==> config.mk <==
export PLATFORM = sky130hd
export DESIGN_NAME = alu_control
export DESIGN_NICKNAME = d
export VERILOG_FILES = /design/src/rtl/alu_control.sv
export SDC_FILE = /design/constraint.sdc
export NUM_CORES = 1
export LEC_CHECK = 0
export ABC_AREA = 1
export CORE_AREA = 5 5 42 44
export CTS_CLUSTER_DIAMETER = 40
export DETAILED_ROUTE_END_ITERATION = 10
export DIE_AREA = 0 0 47 49
export GPL_ROUTABILITY_DRIVEN = 0
export GPL_TIMING_DRIVEN = 0
export PLACE_DENSITY = 0.45
export RECOVER_POWER = 25
export SETUP_SLACK_MARGIN = 0.3
export SYNTH_ARGS = -nofsm -noshare
export SYNTH_HDL_FRONTEND = slang
export SYNTH_SLANG_ARGS = --single-unit
==> constraint.sdc <==
create_clock -name clk -period 1.9 [get_ports clk]
set_input_delay 0.285 -clock clk [delete_from_list [all_inputs] [get_ports clk]]
set_output_delay 0.285 -clock clk [all_outputs]
set_load 0.05 [all_outputs]
==> src/rtl/alu_control.sv <==
// alu_control: registers the ALU operation select decoded from the operation class and R-type function field
module alu_control (
  input  logic       clk,
  input  logic       rst,
  input  logic [5:0] in1,
  input  logic [2:0] ALUOp,
  output logic [3:0] ALUcnt
);
  logic [3:0] r_sel, alucnt_d, alucnt_q;
  always_comb begin
    r_sel = 4'b0010;
    case (in1)
      6'b000000: r_sel = 4'b0010;
      6'b000001: r_sel = 4'b0110;
      6'b000010: r_sel = 4'b0000;
      6'b000011: r_sel = 4'b0001;
      6'b000100: r_sel = 4'b0111;
      6'b000101: r_sel = 4'b1100;
      6'b000110: r_sel = 4'b0011;
      6'b000111: r_sel = 4'b1000;
      default:   r_sel = 4'b0010;
    endcase
  end
  always_comb begin
    alucnt_d = 4'b0010;
    case (ALUOp)
      3'b000:  alucnt_d = r_sel;
      3'b001:  alucnt_d = 4'b0010;
      3'b010:  alucnt_d = 4'b0110;
      3'b011:  alucnt_d = 4'b0000;
      3'b100:  alucnt_d = 4'b0001;
      3'b101:  alucnt_d = 4'b0111;
      3'b110:  alucnt_d = 4'b0011;
      default: alucnt_d = 4'b0010;
    endcase
  end
  always_ff @(posedge clk) alucnt_q <= rst ? 4'b0010 : alucnt_d;
  assign ALUcnt = alucnt_q;
endmodule

==> run metrics <==
result of the run completed; Final #Nets 65; area grow syn2layout 74.7%; # diodes 0; final instance count without filler cells 68; unique cell type count in the Yosys netlist 15; worst-path cell with the longest stage delay dlygate4sd2_1; Mean Syn Cell Area 6.79 µm²; Fin Hold WS 0.706 ns; most used flip-flop cell after synthesis dfxtp_1; global-route wire length before repair 848 µm; maximum number of pins on one net before global-route repair 5; count of TritonRoute iterations in the first routing pass 1; slew margin rel. 67.8%; cell at the root of the clock tree clkbuf_4; DRC violation count after routing 0; half-perimeter wire length after detailed placement 454 µm; Clock Sinks 4; endpoint of the most critical setup path ALUcnt[2]; number of flops mapped to enable cells by yosys 0; count of warnings emitted by yosys 0; top cells by area in the synthesized netlist dfxtp_1 34%, a21oi_1 8.4%, inv_1 7.9%; post-synth net total 46; Peak VDD IR 0.146 mV; biggest cell delay along the critical path 0.52 ns; final count of hold timing violations 0; RSZ-0062 raised after global routing no; Final Critical Period 1.32 ns; per-cell via count in the routed design 3.63; overall power of the completed layout 0.255 mW; total negative slack for setup checks 0 ns; highest achievable clock rate 755 MHz; area of the mapped netlist 238 µm²; internal power component 0.188 mW; gr usage total 5.63%; Die Area 2300 µm²; number of antenna violations at the first check in global routing 0; post-placement setup slack 0.535 ns; critical-path cell list dlygate4sd2_1; Sw Ratio 26.3%; flip-flop count of the largest register, all copies and words added 4; Placed Cells incl. Taps 65; clock tree buffer depth 2; number of placement rows 14; Setup-failing EPs final 0; Final ANT Viol Nets 0; width of the die 47 µm; power spent charging and discharging nets 0.0669 mW; number of H-tree levels 1; core utilization of the finished layout 29.6%; relative contribution of sequential cells to total power 34.9%; category of cells accounting for the largest share of critical-path delay buffers and inverters; combinational share of power 25.2%; static power due to leakage 0.187 nW; critical path class reg -> out; Clk pwr share 39.9%; data arrival time of the worst path 1.04 ns; final max-slew violation count 0; P per Cell Area 613 nW/µm²; number of maximum-capacitance violations 0; core region area 1400 µm²; CTS tree built; total buffers and inverters traversed by the critical path 1; placed inst area 398 µm²; area leader, netlist dfxtp_1; Die Span Y 49 µm; via count 247; share of the synthesized area in the top cell type 33.7%; leading cell types by count after synthesis 5 x inv_1, 5 x nand2_1, 5 x nor2_1, 4 x a21oi_1, 4 x dfxtp_1; register area share after synthesis 33.7%; number of ports placed on the die boundary 15; required time reported for the critical path endpoint 1.62 ns; total clock buffers created by CTS 3; number of global-route vias before repair 241; final global-route overflow total 0; final worst path period share 69.7%; fraction of layout instances using a drive strength above 1 21.2%; stages on the worst setup path 1; Setup crit end kind output pin; Port-buffer cells 14; FFs w/ async S/R, synth 0%; fin worst setup slack 0.576 ns; average detailed-routed wire length per instance 7.44 µm; Worst setup SP type register; gate count of the mapped netlist 35; initial core utilization 17.0%; classification of the worst-slack hold path in -> reg; finished layout cell area 415 µm²; Tightest Pin Transition 0.485 ns; beginning of the critical path ALUcnt[2]; Starting DRT DRC Count 0; clock transition at the registers of the reported paths 0.04 ns; register bit count reported by yosys 4; detailed-route wire length 506 µm; crit-path max FO 1
## placed cells by master (no fill, tap or decap), types with 2 or more instances in the layout
| master | instances |
|---|---|
| o21ai_0 | 2 |
| clkbuf_4 | 3 |
| clkdlybuf4s50_1 | 9 |
| nor2_2 | 2 |
| nor2_1 | 5 |
| nand2_1 | 5 |
| dlygate4sd2_1 | 4 |
| a21oi_1 | 4 |
| inv_1 | 5 |
| nand2_2 | 2 |
| dfxtp_1 | 4 |
## cell type report
| cell class | instances | area [µm²] |
|---|---|---|
| clock buffers | 3 | 22.5 |
| multi-input cells | 25 | 135 |
| repair buffers | 14 | 135 |
| fillers | 165 | 986 |
| flip-flops and latches | 4 | 80.1 |
| inverters | 6 | 22.5 |
| well taps | 16 | 20.0 |
## timing repair
| item | in CTS | in global routing |
|---|---|---|
| setup buffers | 0 | 0 |
| setup endpoints to repair | 4 | 0 |
| hold buffers | 0 | 0 |
| resized for setup | 4 | 0 |
## power groups by stage
stage                     combinational, mW  sequential, mW  clock (mW)
after floorplan                      0.0197           0.104           0
after global placement               0.0682          0.0902           0
after detailed placement             0.0679          0.0903           0
after CTS                            0.0655          0.0888       0.109
after global routing                 0.0696          0.0892       0.121
final                                0.0642          0.0888       0.102
## worst min path at each step
stage	from	slack (ns)	cells past startpoint	to
after global placement	in1[0]	0.95	3	ALUcnt[3]
after floorplan	rst	0.35	1	ALUcnt[0]
after global routing	in1[0]	0.70	3	ALUcnt[3]
after detailed placement	in1[2]	0.94	3	ALUcnt[3]
final	rst	0.71	2	ALUcnt[0]
after CTS	in1[2]	0.70	3	ALUcnt[3]
## per-layer routing
metal	vias to the layer above	part of all wire, %	track usage [%]
li1	146	-	-
met1	92	43	6.37
met2	9	47	6.11
met3	0	9.7	2.21
met4	0	0	8.29
met5	-	0	0
## cell families after synthesis
| family | share of synthesized area (%) |
|---|---|
| flops | 33.7 |
| simple gates | 40.5 |
| buf+inv | 9.47 |
| compound gates | 16.3 |
Note: power is estimated with default switching activity, not from simulation.
